### config.mk
export PLATFORM = sky130hd
export DESIGN_NAME = regfile_wb_arbiter_flat
export DESIGN_NICKNAME = d
export VERILOG_FILES = /design/src/rtl/regfile_wb_if.sv /design/src/rtl/regfile_wb_arbiter.sv /design/src/flat_wrapper.sv
export SDC_FILE = /design/constraint.sdc
export NUM_CORES = 1
export LEC_CHECK = 0
export ABC_AREA = 1
export CORE_ASPECT_RATIO = 0.6
export CORE_MARGIN = 4
export CORE_UTILIZATION = 43
export CTS_CLUSTER_SIZE = 24
export DETAILED_ROUTE_END_ITERATION = 8
export GPL_ROUTABILITY_DRIVEN = 0
export PLACE_DENSITY_LB_ADDON = 0.12
export RECOVER_POWER = 50
export SYNTH_ARGS = -nofsm -noshare
export SYNTH_HDL_FRONTEND = slang
export SYNTH_SLANG_ARGS = --single-unit
export TNS_END_PERCENT = 20
### constraint.sdc
create_clock -name clk -period 2.3 [get_ports clk]
set_input_delay 0.46 -clock clk [delete_from_list [all_inputs] [get_ports clk]]
set_output_delay 0.46 -clock clk [all_outputs]
set_load 0.01 [all_outputs]
### src/rtl/regfile_wb_if.sv
// Writeback bus between the two requesters (ALU and memory unit), the
// arbiter and the register-file write port.
interface regfile_wb_if #(
  parameter int DW = 64,
  parameter int AW = 5
);
  // ALU writeback request
  logic          a_valid;
  logic [AW-1:0] a_addr;
  logic [DW-1:0] a_data;
  logic          a_ready;
  // memory writeback request
  logic          m_valid;
  logic [AW-1:0] m_addr;
  logic [DW-1:0] m_data;
  logic          m_ready;
  // registered register-file write port
  logic          we;
  logic [AW-1:0] wa;
  logic [DW-1:0] wd;

  // requester / register-file side
  modport master (
    output a_valid, a_addr, a_data, m_valid, m_addr, m_data,
    input  a_ready, m_ready, we, wa, wd
  );

  // arbiter side
  modport slave (
    input  a_valid, a_addr, a_data, m_valid, m_addr, m_data,
    output a_ready, m_ready, we, wa, wd
  );
endinterface

### src/rtl/regfile_wb_arbiter.sv
// Write-back arbiter and pending-write scoreboard for the 32 x 64-bit
// register file. Two requesters (ALU, memory) share the single write port
// round-robin; the winning request is forwarded as a registered we/wa/wd.
//
// Handshake: a request transfers on any cycle where x_valid && x_ready.
// A requester keeps valid/addr/data stable until it sees ready. ready is
// combinational from both valid inputs and the last-grant register only,
// never from ready itself or from the issue port, and is forced low while
// rst_n is low.
module regfile_wb_arbiter #(
  parameter int DW = 64,
  parameter int AW = 5,
  parameter int CW = 16
) (
  input  logic          clk,
  input  logic          rst_n,
  regfile_wb_if.slave   bus,
  input  logic          issue_valid,
  input  logic [AW-1:0] issue_addr,
  output logic [31:0]   busy,
  output logic [CW-1:0] conflict_cnt,
  output logic          last_dbg
);

  // Which requester received the most recent grant.
  typedef enum logic {
    LAST_A = 1'b0,
    LAST_M = 1'b1
  } last_e;

  last_e         last_q, last_d;
  logic          we_q, we_d;
  logic [AW-1:0] wa_q, wa_d;
  logic [DW-1:0] wd_q, wd_d;
  logic [31:0]   busy_q, busy_d;
  logic [CW-1:0] cnt_q, cnt_d;

  logic          grant_a;
  logic          grant_m;

  // Round-robin grant: a lone requester always wins; on a conflict the one
  // that was not granted last time wins.
  always_comb begin
    grant_a = 1'b0;
    grant_m = 1'b0;
    if (rst_n) begin
      grant_a = bus.a_valid && (!bus.m_valid || (last_q == LAST_M));
      grant_m = bus.m_valid && (!bus.a_valid || (last_q == LAST_A));
    end
  end

  assign bus.a_ready = grant_a;
  assign bus.m_ready = grant_m;

  // Next-state for grant history, write port, scoreboard and counter.
  always_comb begin
    last_d = last_q;
    we_d   = 1'b0;
    wa_d   = wa_q;
    wd_d   = wd_q;
    busy_d = busy_q;
    cnt_d  = cnt_q;

    // Grant history only moves when someone is actually granted.
    if (grant_a) begin
      last_d = LAST_A;
    end else if (grant_m) begin
      last_d = LAST_M;
    end

    // Writes to x0 are accepted but dropped; wa/wd keep showing the last
    // real write so they only ever change together with we.
    if (grant_a && (bus.a_addr != '0)) begin
      we_d = 1'b1;
      wa_d = bus.a_addr;
      wd_d = bus.a_data;
    end else if (grant_m && (bus.m_addr != '0)) begin
      we_d = 1'b1;
      wa_d = bus.m_addr;
      wd_d = bus.m_data;
    end

    // Clear on the commit edge first, then set, so a newly issued producer
    // for the same register keeps the bit pending.
    if (we_q) begin
      busy_d[wa_q] = 1'b0;
    end
    if (issue_valid && (issue_addr != '0)) begin
      busy_d[issue_addr] = 1'b1;
    end
    busy_d[0] = 1'b0;

    // Saturating count of cycles where both requesters wanted the port.
    if (bus.a_valid && bus.m_valid && (cnt_q != '1)) begin
      cnt_d = cnt_q + CW'(1);
    end
  end

  // State registers; reset drops any pending write immediately.
  always_ff @(posedge clk or negedge rst_n) begin
    if (!rst_n) begin
      last_q <= LAST_M;
      we_q   <= 1'b0;
      wa_q   <= '0;
      wd_q   <= '0;
      busy_q <= '0;
      cnt_q  <= '0;
    end else begin
      last_q <= last_d;
      we_q   <= we_d;
      wa_q   <= wa_d;
      wd_q   <= wd_d;
      busy_q <= busy_d;
      cnt_q  <= cnt_d;
    end
  end

  assign bus.we       = we_q;
  assign bus.wa       = wa_q;
  assign bus.wd       = wd_q;
  assign busy         = busy_q;
  assign conflict_cnt = cnt_q;
  assign last_dbg     = (last_q == LAST_M);

endmodule

### src/flat_wrapper.sv
// flat-port wrapper written by rule: the top's interface ports become plain ports
module regfile_wb_arbiter_flat 
#(
  parameter int DW = 64,
  parameter int AW = 5,
  parameter int CW = 16
)
  (clk, rst_n, issue_valid, issue_addr, busy, conflict_cnt, last_dbg, bus_a_valid, bus_a_addr, bus_a_data, bus_m_valid, bus_m_addr, bus_m_data, bus_a_ready, bus_m_ready, bus_we, bus_wa, bus_wd);
  regfile_wb_if #(.DW(DW), .AW(AW)) bus_i ();
  input  logic clk;
  input  logic rst_n;
  input  logic issue_valid;
  input  logic [AW-1:0] issue_addr;
  output logic [31:0] busy;
  output logic [CW-1:0] conflict_cnt;
  output logic last_dbg;
  input wire logic [$bits(bus_i.a_valid)-1:0] bus_a_valid;
  input wire logic [$bits(bus_i.a_addr)-1:0] bus_a_addr;
  input wire logic [$bits(bus_i.a_data)-1:0] bus_a_data;
  input wire logic [$bits(bus_i.m_valid)-1:0] bus_m_valid;
  input wire logic [$bits(bus_i.m_addr)-1:0] bus_m_addr;
  input wire logic [$bits(bus_i.m_data)-1:0] bus_m_data;
  output wire logic [$bits(bus_i.a_ready)-1:0] bus_a_ready;
  output wire logic [$bits(bus_i.m_ready)-1:0] bus_m_ready;
  output wire logic [$bits(bus_i.we)-1:0] bus_we;
  output wire logic [$bits(bus_i.wa)-1:0] bus_wa;
  output wire logic [$bits(bus_i.wd)-1:0] bus_wd;
  assign bus_i.a_valid = bus_a_valid;
  assign bus_i.a_addr = bus_a_addr;
  assign bus_i.a_data = bus_a_data;
  assign bus_i.m_valid = bus_m_valid;
  assign bus_i.m_addr = bus_m_addr;
  assign bus_i.m_data = bus_m_data;
  assign bus_a_ready = bus_i.a_ready;
  assign bus_m_ready = bus_i.m_ready;
  assign bus_we = bus_i.we;
  assign bus_wa = bus_i.wa;
  assign bus_wd = bus_i.wd;
  regfile_wb_arbiter #(.DW(DW), .AW(AW), .CW(CW)) u_core (.clk(clk), .rst_n(rst_n), .bus(bus_i), .issue_valid(issue_valid), .issue_addr(issue_addr), .busy(busy), .conflict_cnt(conflict_cnt), .last_dbg(last_dbg));
endmodule
After elaboration in Yosys (flattened, before gate mapping). Index checks and enable logic that the tools add are counted. Widths: inputs -> output; s select.

Register bits: 118. Input bits: 148. Output and inout port bits: 121. Logic and storage cells: 50.

Add/sub/neg operators: 1. $lt $le $gt $ge: 4. Eq/ne operators: 1. Mux-type cells: 16. Bitwise gates (word level): 4. Reduce and logical (&&, ||, !) cells: 18.

Operators with widths (number): $mux 64 (2); $mux 32 (2); $and 32x32->32 (1); $not 32->32 (1); $or 32x32->32 (1); $add 16x1->16 const B (1); $ne 16x16->1 const B (1); $reduce_bool 5->1 (3); $lt 5x6->1 const B (2); $demux 1 s5 (2); $ge 5x1->1 const B (2); $mux 5 (2); $logic_and 1x1->1 (9); $mux 1 (8); $reduce_bool 2->1 (2); $logic_not 1->1 (2); $logic_or 1x1->1 (2); $not 1->1 (1).

Logic depth before layout (Yosys ltp).
Depth after elaboration: 9. Mapped depth: 9. Mapped depth without buffers: 9.

Worst setup path before layout. No wires, ideal clock.

Kind: flip-flop to flip-flop. From: register u_core.cnt_q[0] (netlist: u_core.conflict_cnt[0]). To: register u_core.cnt_q[7] (netlist: u_core.conflict_cnt[7]). Library setup time: 126 ps. Data arrival time: 1559 ps. Required time: 2174 ps. Slack: 615 ps. Cell stages (with the launch flop): 9. Buffers on the path: 1. Cells stage by stage: dfrtp_1 -> ha_1 -> nand2_1 -> nor2_1 -> nand2_1 -> nor2_1 -> nor2_1 -> buf_2 -> o21ai_0.

Longest elaborated chain between the ends: 2. Elaborated cells between the ends (all ways): 3. Those cells by class: add/sub (1); eq/ne (1); reduce/logical (1).

Ends and longest elaborated chain: start: declaration (RTL line regfile_wb_arbiter.sv:36) `logic [CW-1:0] cnt_q, cnt_d;`; start signal: assignment (RTL line regfile_wb_arbiter.sv:114) `cnt_q <= cnt_d;`; parallel branches: the longest is 2 deep, another holds $add 16x1->16.

Parallel ways; which one is timed is not known. A chain may end at the register's enable or synchronous reset.

Final worst setup path.
From: input port bus_a_valid. To: output port bus_a_ready.

Longest elaborated chain between the ends: 2.

Ends and longest elaborated chain: start: declaration (RTL line flat_wrapper.sv:17) `input wire logic [$bits(bus_i.a_valid)-1:0] bus_a_valid;`; $logic_and 1x1->1 (RTL line regfile_wb_arbiter.sv:47) `grant_a = bus.a_valid && (!bus.m_valid || (last_q == LAST_M));`; $mux 1 (RTL line regfile_wb_arbiter.sv:46) `if (rst_n) begin`; end: declaration (RTL line flat_wrapper.sv:23) `output wire logic [$bits(bus_i.a_ready)-1:0] bus_a_ready;`.

Every way passes these cells.

==> results.sh <==
export IMPL_clockBufferDepth=2
export IMPL_viasPerCell=4.966
export IMPL_syn2layout_area_growth_pct=57.40
export IMPL_r2r_start="u_core.last_dbg"
export IMPL_gr_total_overflow=0
export IMPL_drive_gt1_share_pct=4.328
export IMPL_hold_class="primary input to asynchronous set/reset pin"
export IMPL_leakagePower_nw=4.523
export IMPL_cp_required_ns=1.84
export IMPL_placed_area_um2=9046
export IMPL_die_h_um=100.5
export IMPL_reg2reg_slack_ns=0.31
export IMPL_stdcell_area_um2=9658
export IMPL_hold_buffers=0
export IMPL_grt_pass1_vias=6136
export IMPL_n_fill_cell=1186
export IMPL_rows=33
export IMPL_htree_levels=4
export IMPL_die_w_um=162.2
export IMPL_yosysSeqAreaShare_pct=48.14
export IMPL_maxCapViolCount=1
export IMPL_root_buffer="clkbuf_16"
export IMPL_rsz0062_at_grt="no"
export IMPL_cp_cell_sequence="dlygate4sd3_1 > nand2_1 > a21oi_4 > dlygate4sd2_1"
export IMPL_place_ws_ns=-0.02500
export IMPL_yosysWarnings=0
export IMPL_ant_nets=0
export IMPL_power_density_nw_per_um2=903.6
export IMPL_start_kind="primary input"
export IMPL_fmax_mhz=472.2
export IMPL_first_pass_iters=5
export IMPL_die_area_um2=16310
export IMPL_setup_viol=0
export IMPL_vias=6346
export IMPL_end_kind="output pin"
export IMPL_min_period_ns=2.118
export IMPL_syn_nets=960
export IMPL_skew_ns=0.01474
export IMPL_violations="max-capacitance violations, max-slew violations"
export IMPL_netlist_instances=811
export IMPL_rr_endpoint="u_core.bus.wd[43]"
export IMPL_antenna_cells=0
export IMPL_clock_latency_ns=0.41
export IMPL_avgRoutedWirePerCell_um=16.40
export IMPL_reg2regPathDepth=8
export IMPL_critPathSlowestCell="dlygate4sd3_1"
export IMPL_cts_buffers=17
export IMPL_antenna_found_initial=3
export IMPL_critPathMaxFanout=4
export IMPL_fin_ws_ns=0.1821
export IMPL_grt_start_max_net_pins=118
export IMPL_syn_avg_cell_area_um2=7.566
export IMPL_worst_ep_arrival_time_ns=1.66
export IMPL_syn_area_um2=6136
export IMPL_power_mw=8.727
export IMPL_final_util_pct=70.03
export IMPL_cts_setup_buffers=0
export IMPL_io_buffers=267
export IMPL_wl_um=20960
export IMPL_grt_pass1_wl_um=33160
export IMPL_drc=0
export IMPL_tns_ns=0
export IMPL_pin_count=269
export IMPL_coreArea_um2=13790
export IMPL_fin_nets=1222
export IMPL_criticalPathCategory="primary input to output pin"
export IMPL_synth_cell_types=24
export IMPL_tritoncts="yes"
export IMPL_finalHoldViolCount=0
export IMPL_start_util_pct=44.49
export IMPL_timing_final_crit_share_pct=92.08
export IMPL_slew_headroom_pct=-7.102
export IMPL_clock_sinks=118
export IMPL_slew_viol_final=118
export IMPL_slowest_delay_ns=0.57
export IMPL_ir_drop_uv=589.9
export IMPL_place_detailed_hpwl_um=15000
export IMPL_worstMarginPinSlew_ns=1.607
export IMPL_clk_pin_slew_ns=0.05
export IMPL_first_iter_violations=523
export IMPL_outcome="finished with violations"
export IMPL_grt_usage_pct=25.77
export IMPL_yosys_register_bits=118
==> sequential cells by signal, indices dropped and copies added, names as in the netlist <==
signal / cells
u_core.bus.wa: 5
u_core.last_dbg: 1
u_core.bus.wd: 64
u_core.conflict_cnt: 16
u_core.bus.we: 1
u_core.busy: 31
==> routing by layer <==
metal / global-route usage (%) / vias to the layer above / share of wire (%)
li1: - / 3110 / -
met1: 35.07 / 2952 / 44
met2: 40.04 / 249 / 46
met3: 8.296 / 29 / 8.6
met4: 7.212 / 6 / 1.5
met5: 0 / - / 0.20
==> through the flow <==
stage	std cells	hold WS, ns
2_1_floorplan	811	0.1644
3_3_place_gp	1246	0.4556
3_5_place_dp	1246	0.4542
4_1_cts	1278	0.02659
5_1_grt	1278	0.1520
6_report	1278	0.1326
==> cell type report <==
class / instances / area [µm²] / share of cell area (%)
inverters: 95 / 356.6 / 3.692
clock buffers: 19 / 442.9 / 4.586
multi-input cells: 560 / 2640 / 27.34
clock inverters: 13 / 203.9 / 2.112
repair buffers: 281 / 2820 / 29.20
well taps: 192 / 240.2 / 2.487
flip-flops and latches: 118 / 2954 / 30.59
==> power by group <==
group | leakage (nW) | total (mW) | switching (mW) | internal, mW
clock | 0.305 | 2.90 | 0.959 | 1.95
combinational | 2.82 | 2.80 | 1.29 | 1.51
sequential | 1.40 | 3.03 | 0.377 | 2.65
total | 4.52 | 8.73 | 2.62 | 6.10
==> worst max-delay path by stage <==
| stage | from | end | slack [ns] |
|---|---|---|---|
| finish | bus_a_valid | bus_a_ready | 0.18 |
| floorplan | u_core.conflict_cnt[0] | u_core.conflict_cnt[7] | 0.61 |
| global route | bus_a_valid | u_core.bus.wd[62] | 0.12 |
| detailed placement | bus_a_valid | bus_a_ready | -0.02 |
| global placement | bus_a_valid | bus_a_ready | -0.02 |
| CTS | bus_m_valid | bus_m_ready | 0.02 |
==> worst max-delay path, delay by kind of cell <==
kind,cells,cell delay [ns]
buf+inv,2,0.87
compound gates,1,0.22
simple gates,1,0.10
==> placed cells by master, fill, tap and decap left out <==
| cell | n |
|---|---|
| nand2_1 | 280 |
| clkdlybuf4s50_1 | 251 |
| dfrtp_1 | 117 |
| nand3_1 | 99 |
| inv_1 | 95 |
| o21ai_0 | 73 |
| nand3b_1 | 66 |
| nor2_1 | 23 |
| clkbuf_16 | 17 |
| dlygate4sd3_1 | 13 |
| nand4_1 | 7 |
| buf_4 | 7 |
| bufinv_16 | 5 |
| xnor2_1 | 4 |
| clkinvlp_4 | 4 |
| buf_12 | 4 |
| clkinv_2 | 3 |
| xor2_1 | 2 |
| clkbuf_1 | 2 |
| clkbuf_4 | 2 |
| a21oi_4 | 1 |
| a21oi_1 | 1 |
| nor3_1 | 1 |
| o21bai_1 | 1 |
| ha_1 | 1 |
| conb_1 | 1 |
| clkbuf_8 | 1 |
| clkinv_4 | 1 |
| dlygate4sd2_1 | 1 |
| dlymetal6s2s_1 | 1 |
| clkbuf_2 | 1 |
| dfstp_2 | 1 |
==> synthesized netlist by cell type <==
library cell | n | area, µm²
nand3_1 | 99 | 495.5
inv_2 | 1 | 3.750
buf_6 | 2 | 22.52
buf_2 | 17 | 85.08
nand2_2 | 1 | 6.260
nand2_1 | 279 | 1047
inv_1 | 94 | 352.8
dfstp_2 | 1 | 26.28
ha_1 | 1 | 12.51
buf_4 | 1 | 7.510
a21oi_4 | 1 | 16.27
xnor2_1 | 4 | 35.03
nor3_1 | 1 | 5.000
buf_1 | 1 | 3.750
clkbuf_1 | 17 | 63.81
o21bai_1 | 1 | 7.510
xor2_1 | 2 | 17.52
nand3b_1 | 66 | 495.5
conb_1 | 1 | 3.750
dfrtp_1 | 117 | 2928
o21ai_0 | 73 | 365.4
nand4_1 | 7 | 43.79
a21oi_1 | 1 | 5.000
nor2_1 | 23 | 86.33
==> logic make-up (layout without fill, tap and decap cells) <==
logic type      after synthesis  count (layout)  synth area share [%]
fa+ha+maj                     1               1                0.2039
xor+xnor                      6               6                0.8564
flops                       118             118                 48.14
simple gates                476             476                 35.52
other cells                   1               1               0.06112
buf+inv                     133             408                 8.789
compound gates               76              76                 6.423
==> what timing repair did <==
action                     4_1_cts  5_1_grt
pin swaps                        1        0
hold endpoints to repair         0        0
resized for setup                1        1
setup endpoints to repair        1        1
(Power assumes the default switching activity.)
